`src/rtl/reg_access_sequencer_pkg.sv`:
```
// Shared constants for the register-access sequencer: operation codes, FSM
// states, register-file select codes, fixed register indices, the latched
// operation record, the registered control bundle and its state decoder.
package reg_access_sequencer_pkg;

    // Operation codes presented on OP_CODE; 6 and 7 are illegal.
    localparam logic [2:0] REGSEQ_OP_RR   = 3'd0;
    localparam logic [2:0] REGSEQ_OP_ALU  = 3'd1;
    localparam logic [2:0] REGSEQ_OP_LOAD = 3'd2;
    localparam logic [2:0] REGSEQ_OP_CALL = 3'd3;
    localparam logic [2:0] REGSEQ_OP_PUSH = 3'd4;
    localparam logic [2:0] REGSEQ_OP_RET  = 3'd5;

    // Port A address select.
    localparam logic [1:0] REGA_ADDRX_ARG = 2'd0;
    localparam logic [1:0] REGA_ADDRX_RL  = 2'd1;

    // Port A write-data select.
    localparam logic [1:0] REGA_DINX_ALU_R     = 2'd0;
    localparam logic [1:0] REGA_DINX_DIN       = 2'd1;
    localparam logic [1:0] REGA_DINX_DINH      = 2'd2;
    localparam logic [1:0] REGA_DINX_PC_A_NEXT = 2'd3;

    // Port B address select.
    localparam logic [2:0] REGB_ADDRX_ARG = 3'd0;
    localparam logic [2:0] REGB_ADDRX_RSP = 3'd1;
    localparam logic [2:0] REGB_ADDRX_RRS = 3'd2;

    // Fixed register indices behind the RL/RSP/RRS selects.
    localparam logic [3:0] REG_RL  = 4'd14;
    localparam logic [3:0] REG_RSP = 4'd15;
    localparam logic [3:0] REG_RRS = 4'd13;

    typedef enum logic [2:0] {
        ST_IDLE     = 3'd0,
        ST_READ     = 3'd1,
        ST_WAIT_MEM = 3'd2,
        ST_WB_A     = 3'd3,
        ST_WB_B     = 3'd4,
        ST_FAIL     = 3'd5
    } regseq_state_e;

    // Operation fields captured at acceptance.
    typedef struct packed {
        logic [2:0] code;
        logic [3:0] arga;
        logic [3:0] argb;
        logic       byte_wr;
        logic       addr0;
    } regseq_op_t;

    // Everything driven towards the register file, plus DONE/ERR.
    typedef struct packed {
        logic       done;
        logic       err;
        logic       rega_en;
        logic       rega_wen;
        logic [1:0] rega_byte_en;
        logic [3:0] arga_x;
        logic [1:0] rega_addrx;
        logic [1:0] rega_dinx;
        logic       regb_en;
        logic       regb_wen;
        logic [1:0] regb_byte_en;
        logic [3:0] argb_x;
        logic [2:0] regb_addrx;
    } regseq_ctrl_t;

    // Moore decode: control lines for a state given the latched operation.
    // Index lines mirror the address select so RL/RSP/RRS accesses carry
    // their real register number.
    function automatic regseq_ctrl_t regseq_decode(regseq_state_e st, regseq_op_t op);
        regseq_ctrl_t c;
        c = '0;
        case (st)
            ST_READ: begin
                c.done    = (op.code == REGSEQ_OP_RR) || (op.code == REGSEQ_OP_RET);
                c.regb_en = 1'b1;
                if (op.code != REGSEQ_OP_RET) begin
                    c.rega_en = 1'b1;
                    c.arga_x  = op.arga;
                end
                if (op.code == REGSEQ_OP_PUSH) begin
                    c.regb_addrx = REGB_ADDRX_RSP;
                    c.argb_x     = REG_RSP;
                end else if (op.code == REGSEQ_OP_RET) begin
                    c.regb_addrx = REGB_ADDRX_RRS;
                    c.argb_x     = REG_RRS;
                end else begin
                    c.regb_addrx = REGB_ADDRX_ARG;
                    c.argb_x     = op.argb;
                end
            end
            ST_WB_A: begin
                c.done         = 1'b1;
                c.rega_en      = 1'b1;
                c.rega_wen     = 1'b1;
                c.rega_byte_en = op.byte_wr ? 2'b01 : 2'b11;
                c.arga_x       = op.arga;
                c.rega_addrx   = REGA_ADDRX_ARG;
                if (op.code == REGSEQ_OP_CALL) begin
                    c.rega_byte_en = 2'b11;
                    c.arga_x       = REG_RL;
                    c.rega_addrx   = REGA_ADDRX_RL;
                    c.rega_dinx    = REGA_DINX_PC_A_NEXT;
                end else if (op.code == REGSEQ_OP_LOAD) begin
                    c.rega_dinx = (op.byte_wr && op.addr0) ? REGA_DINX_DINH : REGA_DINX_DIN;
                end else begin
                    c.rega_dinx = REGA_DINX_ALU_R;
                end
            end
            ST_WB_B: begin
                c.done         = 1'b1;
                c.regb_en      = 1'b1;
                c.regb_wen     = 1'b1;
                c.regb_byte_en = 2'b11;
                c.argb_x       = REG_RSP;
                c.regb_addrx   = REGB_ADDRX_RSP;
            end
            ST_FAIL: c.err = 1'b1;
            default: c = '0;
        endcase
        return c;
    endfunction

endpackage

```
`src/rtl/reg_access_sequencer_timer.sv`:
```
// Memory-wait timer for the register-access sequencer.
//   clk, rst  : clock, asynchronous active-high reset
//   clear     : restart the count at zero
//   count_en  : advance the count by one this cycle
//   expired   : the current cycle is the last one allowed (count == LIMIT-1),
//               so counting once more reaches LIMIT
module reg_seq_timer #(
    parameter int unsigned LIMIT = 15
) (
    input  logic clk,
    input  logic rst,
    input  logic clear,
    input  logic count_en,
    output logic expired
);

    logic [7:0] count_q;
    logic [7:0] count_d;

    always_comb begin
        count_d = count_q;
        if (clear) begin
            count_d = '0;
        end else if (count_en) begin
            count_d = count_q + 8'd1;
        end
    end

    always_ff @(posedge clk or posedge rst) begin
        if (rst) begin
            count_q <= '0;
        end else begin
            count_q <= count_d;
        end
    end

    assign expired = (count_q == 8'(LIMIT - 1));

endmodule

```
`src/rtl/reg_access_sequencer.sv`:
```
// Register-access sequencer: accepts one operation per OP_VALID/OP_READY
// handshake and sequences the register-file port A/B controls over the
// following cycles. All outputs are registered (Moore) from the next state and
// the operation fields latched at acceptance.
//   CLK, RESET                    : clock, asynchronous active-high reset
//   OP_VALID/OP_READY, OP_*       : operation request and fields
//   MEM_ADDR0, MEM_ACK            : load byte-lane select, load data valid
//   DONE, ERR                     : completion / abort pulses
//   REGA_*, ARGA_X, REGB_*, ARGB_X: register-file port controls
module reg_access_sequencer
    import reg_access_sequencer_pkg::*;
#(
    parameter int unsigned MEM_TIMEOUT = 15
) (
    input  logic       CLK,
    input  logic       RESET,
    input  logic       OP_VALID,
    output logic       OP_READY,
    input  logic [2:0] OP_CODE,
    input  logic [3:0] OP_ARGA,
    input  logic [3:0] OP_ARGB,
    input  logic       OP_BYTE,
    input  logic       MEM_ADDR0,
    input  logic       MEM_ACK,
    output logic       DONE,
    output logic       ERR,
    output logic       REGA_EN,
    output logic       REGA_WEN,
    output logic [1:0] REGA_BYTE_EN,
    output logic [3:0] ARGA_X,
    output logic [1:0] REGA_ADDRX,
    output logic [1:0] REGA_DINX,
    output logic       REGB_EN,
    output logic       REGB_WEN,
    output logic [1:0] REGB_BYTE_EN,
    output logic [3:0] ARGB_X,
    output logic [2:0] REGB_ADDRX
);

    regseq_state_e state_q, state_d;
    regseq_op_t    op_q, op_d;
    regseq_ctrl_t  ctrl_q, ctrl_d;
    logic          ready_q, ready_d;
    logic          timer_clear;
    logic          timer_en;
    logic          timer_expired;

    reg_seq_timer #(
        .LIMIT(MEM_TIMEOUT)
    ) u_timer (
        .clk     (CLK),
        .rst     (RESET),
        .clear   (timer_clear),
        .count_en(timer_en),
        .expired (timer_expired)
    );

    always_comb begin
        state_d     = state_q;
        op_d        = op_q;
        timer_clear = 1'b0;
        timer_en    = 1'b0;
        case (state_q)
            ST_IDLE: begin
                if (OP_VALID) begin
                    op_d = '{code: OP_CODE, arga: OP_ARGA, argb: OP_ARGB,
                             byte_wr: OP_BYTE, addr0: MEM_ADDR0};
                    case (OP_CODE)
                        REGSEQ_OP_RR, REGSEQ_OP_ALU,
                        REGSEQ_OP_PUSH, REGSEQ_OP_RET: state_d = ST_READ;
                        REGSEQ_OP_LOAD: begin
                            state_d     = ST_WAIT_MEM;
                            timer_clear = 1'b1;
                        end
                        REGSEQ_OP_CALL: state_d = ST_WB_A;
                        default:        state_d = ST_FAIL;
                    endcase
                end
            end
            ST_READ: begin
                case (op_q.code)
                    REGSEQ_OP_ALU:  state_d = ST_WB_A;
                    REGSEQ_OP_PUSH: state_d = ST_WB_B;
                    default:        state_d = ST_IDLE;
                endcase
            end
            ST_WAIT_MEM: begin
                // An ACK in the final allowed cycle still wins over the timeout.
                if (MEM_ACK) begin
                    state_d = ST_WB_A;
                end else begin
                    timer_en = 1'b1;
                    if (timer_expired) begin
                        state_d = ST_FAIL;
                    end
                end
            end
            default: state_d = ST_IDLE;
        endcase
        ready_d = (state_d == ST_IDLE);
        ctrl_d  = regseq_decode(state_d, op_d);
    end

    always_ff @(posedge CLK or posedge RESET) begin
        if (RESET) begin
            state_q <= ST_IDLE;
            op_q    <= '0;
            ctrl_q  <= '0;
            ready_q <= 1'b1;
        end else begin
            state_q <= state_d;
            op_q    <= op_d;
            ctrl_q  <= ctrl_d;
            ready_q <= ready_d;
        end
    end

    assign OP_READY     = ready_q;
    assign DONE         = ctrl_q.done;
    assign ERR          = ctrl_q.err;
    assign REGA_EN      = ctrl_q.rega_en;
    assign REGA_WEN     = ctrl_q.rega_wen;
    assign REGA_BYTE_EN = ctrl_q.rega_byte_en;
    assign ARGA_X       = ctrl_q.arga_x;
    assign REGA_ADDRX   = ctrl_q.rega_addrx;
    assign REGA_DINX    = ctrl_q.rega_dinx;
    assign REGB_EN      = ctrl_q.regb_en;
    assign REGB_WEN     = ctrl_q.regb_wen;
    assign REGB_BYTE_EN = ctrl_q.regb_byte_en;
    assign ARGB_X       = ctrl_q.argb_x;
    assign REGB_ADDRX   = ctrl_q.regb_addrx;

endmodule
```
`config.mk`:
```
export PLATFORM = sky130hd
export DESIGN_NAME = reg_access_sequencer
export DESIGN_NICKNAME = d
export VERILOG_FILES = /design/src/rtl/reg_access_sequencer_pkg.sv /design/src/rtl/reg_access_sequencer_timer.sv /design/src/rtl/reg_access_sequencer.sv
export SDC_FILE = /design/constraint.sdc
export NUM_CORES = 1
export LEC_CHECK = 0
export CAP_MARGIN = 20
export CORE_MARGIN = 4
export CORE_UTILIZATION = 53
export DETAILED_ROUTE_END_ITERATION = 10
export MAX_ROUTING_LAYER = met4
export PLACE_DENSITY = 0.83
export SLEW_MARGIN = 20
export SYNTH_ARGS = -nofsm -noshare
export SYNTH_HDL_FRONTEND = slang
export SYNTH_SLANG_ARGS = --single-unit
```
`constraint.sdc`:
```
create_clock -name CLK -period 5.8 [get_ports CLK]
set_clock_uncertainty 0.15 [all_clocks]
set_input_delay 1.16 -clock CLK [delete_from_list [all_inputs] [get_ports CLK]]
set_output_delay 1.16 -clock CLK [all_outputs]
set_load 0.03 [all_outputs]
```
==> reports/summary.txt <==
Clock buffer depth - 2
Antenna cells - 0
Die X - 68.84 microns
Final period utilization - 52.64%
Final setup fails - 0
CTS H-Tree Depth - 2
Sw Share - 36.90%
CP delay by family, top - buffers and inverters
Iter 0 DRT Violations - 63
Yosys synthesis warning count - 0
Synth Flop Type - dfrtp_1
Number of synthesized flops with an enable pin - 0
Grt total ovfl - 0
R2R Path Start - state_q[0]$_DFF_PP0_
Synthesized area - 0.001962 sq mm
Hold-fix buffers at CTS - 0
Initial antenna violation count - 0
Crit path largest cell delay - 0.46 ns
Register area share after synthesis - 57.46%
Dpl ws - 2.451 ns
WP data arrival - 3.06 ns
# Post-CTS Setup Buffers - 0
GP Congestion - 0.7945
Root buffer cell - clkbuf_8
Max_cap viols - 0
Total GRT Usage - 18.45%
Area of the multi-input gates - 753.2 sq um
Sum of buffers and inverters on the critical path - 3
DIE AREA - 0.004739 sq mm
Slowest CP cell - clkdlybuf4s50_1
Number of global-route vias before repair - 1381
Worst Path Max Fanout - 26
Gate power share - 40.4%
Syn_area_per_cell - 11.54 sq um
Post-synthesis register bit count - 45
HP Start - op_q[2]$_DFF_PP0_
DRC errors left - 0
Gate count after technology mapping - 170
Via Count - 1381
Initial Util - 57.00%
FF+latch area - 0.001127 sq mm
CTS tree - done
Worst IR Drop VDD - 209.0 uV
Yosys top cell area share - 56.12%
CTS clk-pin slew, worst paths - 0.08 ns
Critical-path cell list - clkdlybuf4s50_1 -> nor4b_4 -> buf_4 -> mux2i_1 -> inv_1 -> and2_1 -> nor3_1 -> a221oi_1
Area Growth Syn to Fin - 26.28%
Worst EP required - 5.81 ns
Post-Route WL - 3751 microns
P_sw - 0.4141 mW
Critical path origin - OP_VALID
Via density - 5.353
Core Box Area - 0.003442 sq mm
Synth async-reset ratio - 100.0%
Minimum clock period - 3.053 ns
Routed Antenna Nets - 0
DP Wirelength - 2792 microns
TritonCTS buffer count - 5
Yosys top cell by area - dfrtp_1
Routed len/inst - 14.54 microns
Largest net degree at the start of global routing - 46
IO buf count - 40
IO Count - 43
Hold violation total from the final report - 0
Power share of the clock group - 17.1%
Die Ht - 68.84 microns
Fin. max-slew vios - 0
FP Rows - 21
Layout cells sized above 1 - 12.74%
Max transition margin - 48.51%
Setup WS post-layout - 2.747 ns
First-pass GRT wire length - 6279 microns
Layout Nets - 231
Filler cells - 252
Post-Route Setup TNS - 0 ns
Commonest non-fill, non-tap cell in the layout - dfrtp_1
RSZ-0062 raised after global routing - no
Clock sink count - 45
Netlist cell types - 40
Pwr Density - 453.0 mW/mm^2
Crit end category - register
Synth area leaders - dfrtp_1 56%, mux2_2 5.2%, nor2_1 3.3%
Worst min path class - register to register
Status - finished clean
Startpoint types - primary input
Post-CTS sizing - 0
Most frequent cells in the layout - 44 x dfrtp_1, 40 x clkdlybuf4s50_1, 17 x nor2_1, 11 x nand2_1, 10 x a21oi_1
Slew at the pin with the worst max-slew slack - 0.7703 ns
Router iterations before antenna repair - 4
Pleak - 1.136 nW
Peak Freq - 0.3275 GHz
Clk_lat worst skew - 0.29 ns
Worst Setup Path Type - primary input to register
Int Power - 0.7081 mW
Flop pwr share - 42.6%
## power groups by stage
stage / Combinational [mW] / Clock (mW) / Sequential (mW)
6_report: 0.453 / 0.192 / 0.478
5_1_grt: 0.498 / 0.208 / 0.490
4_1_cts: 0.456 / 0.195 / 0.479
3_5_place_dp: 0.454 / 0 / 0.485
3_3_place_gp: 0.444 / 0 / 0.479
2_1_floorplan: 0.244 / 0 / 0.545
## worst reg2reg max path, stage by stage, from the launching register on
cell,delay (ns)
dfrtp_1,0.47
nor4b_4,0.29
buf_4,0.34
mux2i_1,0.36
inv_1,0.17
and2_1,0.18
nor3_1,0.14
a221oi_1,0.07
## cell usage after synthesis, types with 3 or more instances
| library cell | instances |
|---|---|
| nand4_1 | 4 |
| a21oi_1 | 10 |
| nand2_1 | 11 |
| dfrtp_1 | 44 |
| mux2i_1 | 5 |
| nor3_1 | 4 |
| xor2_1 | 7 |
| buf_4 | 5 |
| inv_1 | 9 |
| mux2_2 | 9 |
| nor2_1 | 17 |
| nor2b_1 | 3 |
| nand3_1 | 5 |
## cells by family (layout without fill, tap and decap cells)
| family | Yosys count | after routing | synth area share [%] |
|---|---|---|---|
| multiplexers | 14 | 14 | 7.717 |
| other | 1 | 2 | 0.1911 |
| buffers and inverters | 17 | 58 | 4.337 |
| XOR/XNOR | 8 | 8 | 3.572 |
| AND/OR/NAND/NOR | 60 | 60 | 17.54 |
| AO/OA/AOI/OAI | 23 | 23 | 7.908 |
| flip-flops | 45 | 45 | 57.46 |
| adder cells (fa/ha/maj) | 2 | 2 | 1.275 |
## path summary, 6_finish.rpt
| path | to | slack, ns | cells after the start |
|---|---|---|---|
| hold / removal | op_q[2]$_DFF_PP0_ | 0.34 | 2 |
| min in group asynchronous | u_timer.count_q[5]$_DFFE_PP0P_ | 1.15 | 3 |
| setup / recovery | ARGA_X[1]$_DFF_PP0_ | 2.75 | 8 |
| max in group asynchronous | REGA_BYTE_EN[0]$_DFF_PP0_ | 3.97 | 3 |
| hold reg to reg | op_q[2]$_DFF_PP0_ | 0.34 | 2 |
| setup reg to reg | ARGA_X[1]$_DFF_PP0_ | 3.49 | 7 |
## layer usage
layer  global-route usage (%)  part of all wire, %  routed length (microns)
met5                        -                    0                        0
met1                    23.32                   45                     1673
met2                    28.57                   48                     1791
met3                    4.376                  6.0                      226
met4                    7.786                  1.6                       59
## area by class of cell
type                            count  share of cell area (%)
Clock buffer                        6                   3.333
Clock inverter                      1                  0.3030
Inverter                            9                   1.364
Multi-Input combinational cell    109                   30.40
Sequential cell                    45                   45.50
Tap cell                           46                   2.323
Timing Repair Buffer               42                   16.77
## state kept, by name (all words and copies together) (netlist names)
signal	flops
OP_READY	1
ARGB_X	4
REGA_BYTE_EN	2
u_timer.count_q	8
REGB_EN	1
REGB_ADDRX	2
DONE	1
state_q	3
REGA_EN	1
ARGA_X	4
ERR	1
REGA_ADDRX	1
REGB_BYTE_EN	1
REGA_DINX	2
op_q	13
## metrics by stage
stage / hold slack [ns] / std cells / total power, mW / utilization [%] / area [sq um]
final: 0.3431 / 258 / 1.122 / 71.97 / 2477
after global routing: 0.3638 / 258 / 1.197 / 71.97 / 2477
after CTS: 0.3474 / 258 / 1.130 / 71.97 / 2477
after detailed placement: 0.3276 / 251 / 0.9393 / 69.36 / 2387
after global placement: 0.3146 / 251 / 0.9223 / 69.36 / 2387
after floorplan: 0.2965 / 171 / 0.7889 / - / 1966
Note: power is estimated with default switching activity, not from simulation.
